### src/rtl/ray_sphere_discriminant.sv
// ray_sphere_discriminant
//   Final stage of the ray-sphere hit path. Computes
//   disc = ((b*b) >>> FRAC) - (oc_sq - r_sq) through three valid/ready
//   register stages. Emits a saturated discriminant, a hit flag and the ray tag,
//   and keeps wrapping hit/miss counters.
//
// Ports
//   clk, rst_n        clock (rising edge), synchronous active-low reset
//   s_valid/s_ready   input handshake (s_ready is combinational)
//   s_b, s_oc_sq,     signed W-bit operands: b = D.OC, OC.OC, radius^2
//   s_r_sq
//   s_tag             ray identifier, passed through unchanged
//   m_valid/m_ready   output handshake
//   m_disc            signed W-bit discriminant clamped to the W-bit range
//   m_hit             1 when the unclamped discriminant is >= 0
//   m_tag             tag of the output word
//   hit_count,        counts of accepted outputs with m_hit=1 / m_hit=0
//   miss_count
module ray_sphere_discriminant #(
    parameter int unsigned W     = 19,
    parameter int unsigned FRAC  = 8,
    parameter int unsigned TAG_W = 4,
    parameter int unsigned CNT_W = 16
) (
    input  logic             clk,
    input  logic             rst_n,
    input  logic             s_valid,
    output logic             s_ready,
    input  logic [W-1:0]     s_b,
    input  logic [W-1:0]     s_oc_sq,
    input  logic [W-1:0]     s_r_sq,
    input  logic [TAG_W-1:0] s_tag,
    output logic             m_valid,
    input  logic             m_ready,
    output logic [W-1:0]     m_disc,
    output logic             m_hit,
    output logic [TAG_W-1:0] m_tag,
    output logic [CNT_W-1:0] hit_count,
    output logic [CNT_W-1:0] miss_count
);

    localparam int unsigned PW = 2 * W;      // full product width
    localparam int unsigned DW = 2 * W + 1;  // difference width, cannot overflow

    localparam logic signed [DW-1:0] DMAX = {{(W + 2){1'b0}}, {(W - 1){1'b1}}};
    localparam logic signed [DW-1:0] DMIN = {{(W + 2){1'b1}}, {(W - 1){1'b0}}};

    // Stage 1: registered inputs
    logic                    v1_q;
    logic signed [W-1:0]     b1_q, oc1_q, r1_q;
    logic [TAG_W-1:0]        tag1_q;

    // Stage 2: scaled square and c term
    logic                    v2_q;
    logic signed [PW-1:0]    bb2_q;
    logic signed [W:0]       c2_q;
    logic [TAG_W-1:0]        tag2_q;

    logic                    adv1, adv2, adv3;
    logic signed [PW-1:0]    bx, prod, bb_d;
    logic signed [W:0]       c_d;
    logic signed [DW-1:0]    d_d;
    logic [W-1:0]            disc_d;
    logic                    hit_d;

    always_comb begin
        adv3    = !m_valid || m_ready;
        adv2    = !v2_q || adv3;
        adv1    = !v1_q || adv2;
        s_ready = adv1;

        bx   = {{W{b1_q[W-1]}}, b1_q};
        prod = bx * bx;
        bb_d = prod >>> FRAC;
        c_d  = {oc1_q[W-1], oc1_q} - {r1_q[W-1], r1_q};

        d_d   = {bb2_q[PW-1], bb2_q} - {{W{c2_q[W]}}, c2_q};
        hit_d = !d_d[DW-1];
        if (d_d > DMAX) begin
            disc_d = {1'b0, {(W - 1){1'b1}}};
        end else if (d_d < DMIN) begin
            disc_d = {1'b1, {(W - 1){1'b0}}};
        end else begin
            disc_d = d_d[W-1:0];
        end
    end

    always_ff @(posedge clk) begin
        if (!rst_n) begin
            v1_q       <= 1'b0;
            b1_q       <= '0;
            oc1_q      <= '0;
            r1_q       <= '0;
            tag1_q     <= '0;
            v2_q       <= 1'b0;
            bb2_q      <= '0;
            c2_q       <= '0;
            tag2_q     <= '0;
            m_valid    <= 1'b0;
            m_disc     <= '0;
            m_hit      <= 1'b0;
            m_tag      <= '0;
            hit_count  <= '0;
            miss_count <= '0;
        end else begin
            if (adv1) begin
                v1_q <= s_valid;
                if (s_valid) begin
                    b1_q   <= s_b;
                    oc1_q  <= s_oc_sq;
                    r1_q   <= s_r_sq;
                    tag1_q <= s_tag;
                end
            end
            if (adv2) begin
                v2_q <= v1_q;
                if (v1_q) begin
                    bb2_q  <= bb_d;
                    c2_q   <= c_d;
                    tag2_q <= tag1_q;
                end
            end
            // Output registers only change on advance, so they hold under stall
            if (adv3) begin
                m_valid <= v2_q;
                if (v2_q) begin
                    m_disc <= disc_d;
                    m_hit  <= hit_d;
                    m_tag  <= tag2_q;
                end
            end
            if (m_valid && m_ready) begin
                if (m_hit) begin
                    hit_count <= hit_count + CNT_W'(1);
                end else begin
                    miss_count <= miss_count + CNT_W'(1);
                end
            end
        end
    end

endmodule
### config.mk
export PLATFORM = sky130hd
export DESIGN_NAME = ray_sphere_discriminant
export DESIGN_NICKNAME = d
export VERILOG_FILES = /design/src/rtl/ray_sphere_discriminant.sv
export SDC_FILE = /design/constraint.sdc
export NUM_CORES = 1
export LEC_CHECK = 0
export CORE_UTILIZATION = 36
export CTS_CLUSTER_DIAMETER = 40
export CTS_CLUSTER_SIZE = 40
export DETAILED_ROUTE_END_ITERATION = 7
export SLEW_MARGIN = 20
export SYNTH_ARGS = -nofsm -noshare
export SYNTH_HDL_FRONTEND = slang
export SYNTH_SLANG_ARGS = --single-unit
### constraint.sdc
create_clock -name clk -period 12.7 [get_ports clk]
set_input_delay 3.175 -clock clk [delete_from_list [all_inputs] [get_ports clk]]
set_output_delay 3.175 -clock clk [all_outputs]
set_load 0.03 [all_outputs]
---- Word-level counts from Yosys, hierarchy flattened ----
Cells that the tools add are included.
operators by class
  reduce and logical (&&, ||, !) cells .... 13
  bitwise logic cells ..................... 1
  add/sub/neg operators ................... 4
  $mul .................................... 1
  muxes and demuxes ....................... 2
  $lt $le $gt $ge ......................... 2
operator list
  cell                   count
  $mul 19x19->38         1
  $mux 19                2
  $add 16x1->16 const B  2
  $gt 31x19->1 const B   1
  $lt 31x19->1 const B   1
  $sub 30x20->31         1
  $sub 19x19->20         1
  $reduce_and 2->1       5
  $logic_not 1->1        4
  $logic_or 1x1->1       3
  $logic_and 1x1->1      1
  $not 1->1              1
storage, ports and cells
  register bits after elaboration ......... 174
  input port bits ......................... 65
  output and inout bits ................... 58

---- Longest topological paths before layout ----
  depth in word-level cells ............... 5
  gate-level depth with buffers ........... 28
  mapped depth without buffers ............ 27

---- Worst setup path after synthesis ----
No wires, ideal clock.
  path type ............................... reg-to-reg
  from .................................... register b1_q[18]
  to ...................................... register bb2_q[23]
  stages on the path, launching flop included .. 26
  period minus slack after synthesis ...... 6,983 ps
  data required time ...................... 12,585 ps
  setup time .............................. 115 ps
  path buffers ............................ 1
  path slack .............................. 5,717 ps
  arrival ................................. 6,868 ps
  cells stage by stage .................... dfxtp_1 -> clkbuf_1 -> nand2_1 -> fa_1 -> inv_1 -> fa_1 -> inv_1 -> fa_1 -> inv_1 -> fa_1 -> fa_1 -> inv_1 -> fa_1 -> inv_1 -> ha_1 -> ha_1 -> a21o_1 -> a21o_1 -> a21o_1 -> a211o_1 -> a31o_2 -> a311oi_1 -> o211ai_1 -> xnor2_1 -> o21ai_0 -> and2_1
between the ends
  word-level cells in the longest chain between the ends .. 1
ends and longest elaborated chain
  what                      line  RTL
  start: declaration        50    logic signed [W-1:0] b1_q, oc1_q, r1_q;
  start signal: assignment  91    b1_q <= '0;
  start signal: assignment  109   b1_q <= s_b;
  $mul 19x19->38            73    prod = bx * bx;
  end signal: assignment    96    bb2_q <= '0;
  end signal: assignment    118   bb2_q <= bb_d;
  end: declaration          55    logic signed [PW-1:0] bb2_q;
Every way passes these cells.
A chain may end at the register's enable or synchronous reset.

---- Final worst setup path ----
  from .................................... input port m_ready
  to ...................................... output port s_ready
between the ends
  word-level cells in the longest chain between the ends .. 3
ends and longest elaborated chain
  what                line  RTL
  start: declaration  34    input logic m_ready,
  $logic_or 1x1->1    67    adv3 = !m_valid || m_ready;
  $logic_or 1x1->1    68    adv2 = !v2_q || adv3;
  $logic_or 1x1->1    69    adv1 = !v1_q || adv2;
  end: declaration    28    output logic s_ready,
Every way passes these cells.

==> impl_metrics.csv <==
group,metric,value,unit
status,status,"complete, no violations",
power_and_ir_drop,p_int,1.34,mW
critical_path,timing.rr.start,"b1_q[6]",
drt,first_pass_iters,5,
logic_synthesis,yosys.area_share.simple,15.4,%
logic_synthesis,ys_seq_area_share,16.7,%
sta,final.setup_skew,0.0262,ns
finish,post-route-util,41.2,%
logic_synthesis,synthMuxAreaShare,0.287,%
critical_path,worstSetupStartpointType,"input pin",
global_routing,grt_overflow,0,
clock_network,clkTransAtPathRegs,0.07,ns
logic_synthesis,synth_top_family_by_area,"adder cells",
logic_synthesis,ys_top_cells_by_area,"fa_1 32%, dfxtp_1 17%, ha_1 10%",
logic_synthesis,synth.top_cell.area_share,31.9,%
critical_path,critical_path_required,9.52,ns
sta,layout_min_cycle_time,7.97,ns
sta,setup_viol,0,
logic_synthesis,synthXorXnorAreaFrac,4.44,%
min_path,hold_path.class,"flop to flop",
critical_path,critPathArrivalTime,4.79,ns
sta,fmax,126,MHz
finish,finish.instance_area,23500,um^2
global_routing,antenna_found_initial,0,
die,start_util,36.7,%
logic_synthesis,syn_area,20900,um^2
min_path,worstHoldStart,"tag2_q[0]",
power_and_ir_drop,p_comb_share,47.6,%
die,die_height,243,um
finish,drive_gt1_share,3.05,%
logic_synthesis,synth-seq-cells,174,
critical_path,cp-end-kind,"output port",
clock_network,holdBufCountCts,0,
clock_network,cts_sinks,174,
sta,worst_pin_slew,1.15,ns
placed_design,portBuffers,122,
clock_network,cts-buffers-inserted,17,
placed_design,place.gp.congestion,0.896,
finish,syn_to_final_growth,12.2,%
drt,vias,15534,
logic_synthesis,ys_async_sr_fraction,0,%
die,core_area,56900,um^2
logic_synthesis,synth_edf_count,0,
sta,post-route-period-util,62.7,%
die,die_w,243,um
die,die-area,59100,um^2
power_and_ir_drop,p_clk_share,25.3,%
logic_synthesis,avgSynthCellArea,8.88,um^2
sta,finalWorstSetupSlack,4.73,ns
clock_network,cts_tree,"yes",
global_routing,track_usage,17.6,%
drt,avgRoutedWirePerCell,15.7,um
critical_path,startpoint,"m_ready",
power_and_ir_drop,p_sw_share,40.9,%
global_routing,grt_pass1_vias,16301,
placed_design,hpwl,39.8,mm
finish,nNetsFinal,2985,
logic_synthesis,syn-num-nets,2925,
clock_network,clockBufferDepth,2,
clock_network,postCtsSetupBuffers,0,
power_and_ir_drop,p_leak,11.5,nW
sta,finalSetupTns,0,ns
critical_path,critPathMaxFanout,7,
power_and_ir_drop,vdd_drop_max,0.101,mV
power_and_ir_drop,seq_power_share,27.1,%
logic_synthesis,synth_largest_area_cell,"fa_1",
clock_network,clkLatencyLatePin,0.47,ns
clock_network,cts_resized,0,
global_routing,grt_pass1_wl,82.9,mm
clock_network,clockRootBuffer,"clkbuf_16",
logic_synthesis,synth_fa_ha_area_share,42.2,%
critical_path,critPathKind,"input pin to output port",
logic_synthesis,yosysWarnings,0,
global_routing,grt_max_degree,112,
job,drv_cap,0,
logic_synthesis,synth-compound-area-share,11.0,%
drt,drt_wl_total,50.1,mm
sta,finalMaxSlewViolations,0,
drt,ant_nets,0,
placed_design,place_ws,4.73,ns
sta,slew_headroom,23.4,%
power_and_ir_drop,switchingPower,0.928,mW
logic_synthesis,synth_ff_type,"dfxtp_1",
drt,viasPerCell,4.88,
sta,finalHoldViolCount,0,
drt,drt-initial-drc-count,645,
sta,rsz0062_at_grt,"false",
logic_synthesis,synth.most_common_cell,"inv_1",
clock_network,htree_levels,4,
logic_synthesis,synthCells,2354,
die,io_pins,123,
power_and_ir_drop,power_density,96.8,nW/um^2
logic_synthesis,synth.distinct_cells,64,
placed_design,dpl_cell_area,22800,um^2
drt,route.detailed.drc,0,
logic_synthesis,synth_common_cells,"452 x inv_1, 336 x nand2_1, 333 x fa_1, 174 x dfxtp_1, 173 x ha_1",
die,rows,87,
-- placed cells by master, fill, tap and decap left out, types with 24 or more instances in the layout --
cell | Yosys | routed
inv_1 | 452 | 452
nor2b_1 | 24 | 24
dfxtp_1 | 174 | 173
fa_1 | 333 | 333
o21ai_0 | 71 | 71
clkdlybuf4s50_1 | 0 | 121
a21boi_0 | 79 | 79
ha_1 | 173 | 173
and2_1 | 118 | 118
a21o_1 | 30 | 30
a21oi_1 | 65 | 65
xnor2_1 | 75 | 75
nor2_1 | 49 | 49
nand3_1 | 40 | 40
nand2_1 | 336 | 334
xor2_1 | 31 | 31
-- cells by family (layout without fill, tap and decap cells) --
family | Yosys count | count (layout)
compound gates | 339 | 339
other cells | 0 | 1
mux | 6 | 6
simple gates | 673 | 673
flops | 174 | 174
xor+xnor | 106 | 106
fa+ha+maj | 506 | 506
buf+inv | 550 | 623
-- cell type report --
cell class | instances | area (um^2)
antenna | 1 | 2.50
clock buffer | 19 | 453
clock inverter | 13 | 171
fill | 5628 | 33500
inverter | 452 | 1700
multi-input combinational | 1630 | 15400
sequential | 174 | 3480
tap | 756 | 946
timing repair buffer | 139 | 1350
-- worst paths after layout --
| kind | slack, ns | to | cells after the start |
|---|---|---|---|
| worst max register to register | 4.83 | bb2_q[23] | 24 |
| worst min register to register | 0.47 | tag2_q[0] | 2 |
| worst min-delay path | 0.47 | tag2_q[0] | 2 |
| worst max-delay path | 4.73 | s_ready | 5 |
-- metal layers --
layer | track usage, % | routed length [um]
met5 | 0 | 0
met4 | 4.53 | 766
met3 | 1.77 | 1370
met2 | 31.6 | 26100
met1 | 22.3 | 21900
-- state kept, by name (all words and copies together), names as in the netlist --
register	cells
miss_count	16
tag2_q	4
m_hit	1
c2_q	20
tag1_q	4
oc1_q	19
m_disc	19
v1_q	1
r1_q	19
hit_count	16
b1_q	19
bb2_q	30
v2_q	1
m_valid	1
m_tag	4
-- power groups by stage --
stage	registers (mW)	logic, mW	clock network, mW
2_1_floorplan	0.621	0.819	0
3_3_place_gp	0.627	1.07	0
3_5_place_dp	0.628	1.08	0
4_1_cts	0.615	1.09	0.589
5_1_grt	0.619	1.23	0.605
6_report	0.615	1.08	0.574
-- critical path, stage by stage --
cell             delay [ns]
clkdlybuf4s50_1        0.44
nor2b_1                0.14
buf_4                  0.19
nand3_1                0.18
clkdlybuf4s50_1        0.66
-- stage by stage --
stage          instances  total power [mW]  hold slack, ns
3_3_place_gp        3151              1.69           0.451
6_report            3184              2.27           0.466
2_1_floorplan       2354              1.44           0.441
4_1_cts             3183              2.30           0.470
3_5_place_dp        3151              1.71           0.459
5_1_grt             3183              2.45           0.490
No activity file was read; power rests on OpenSTA's default activity.
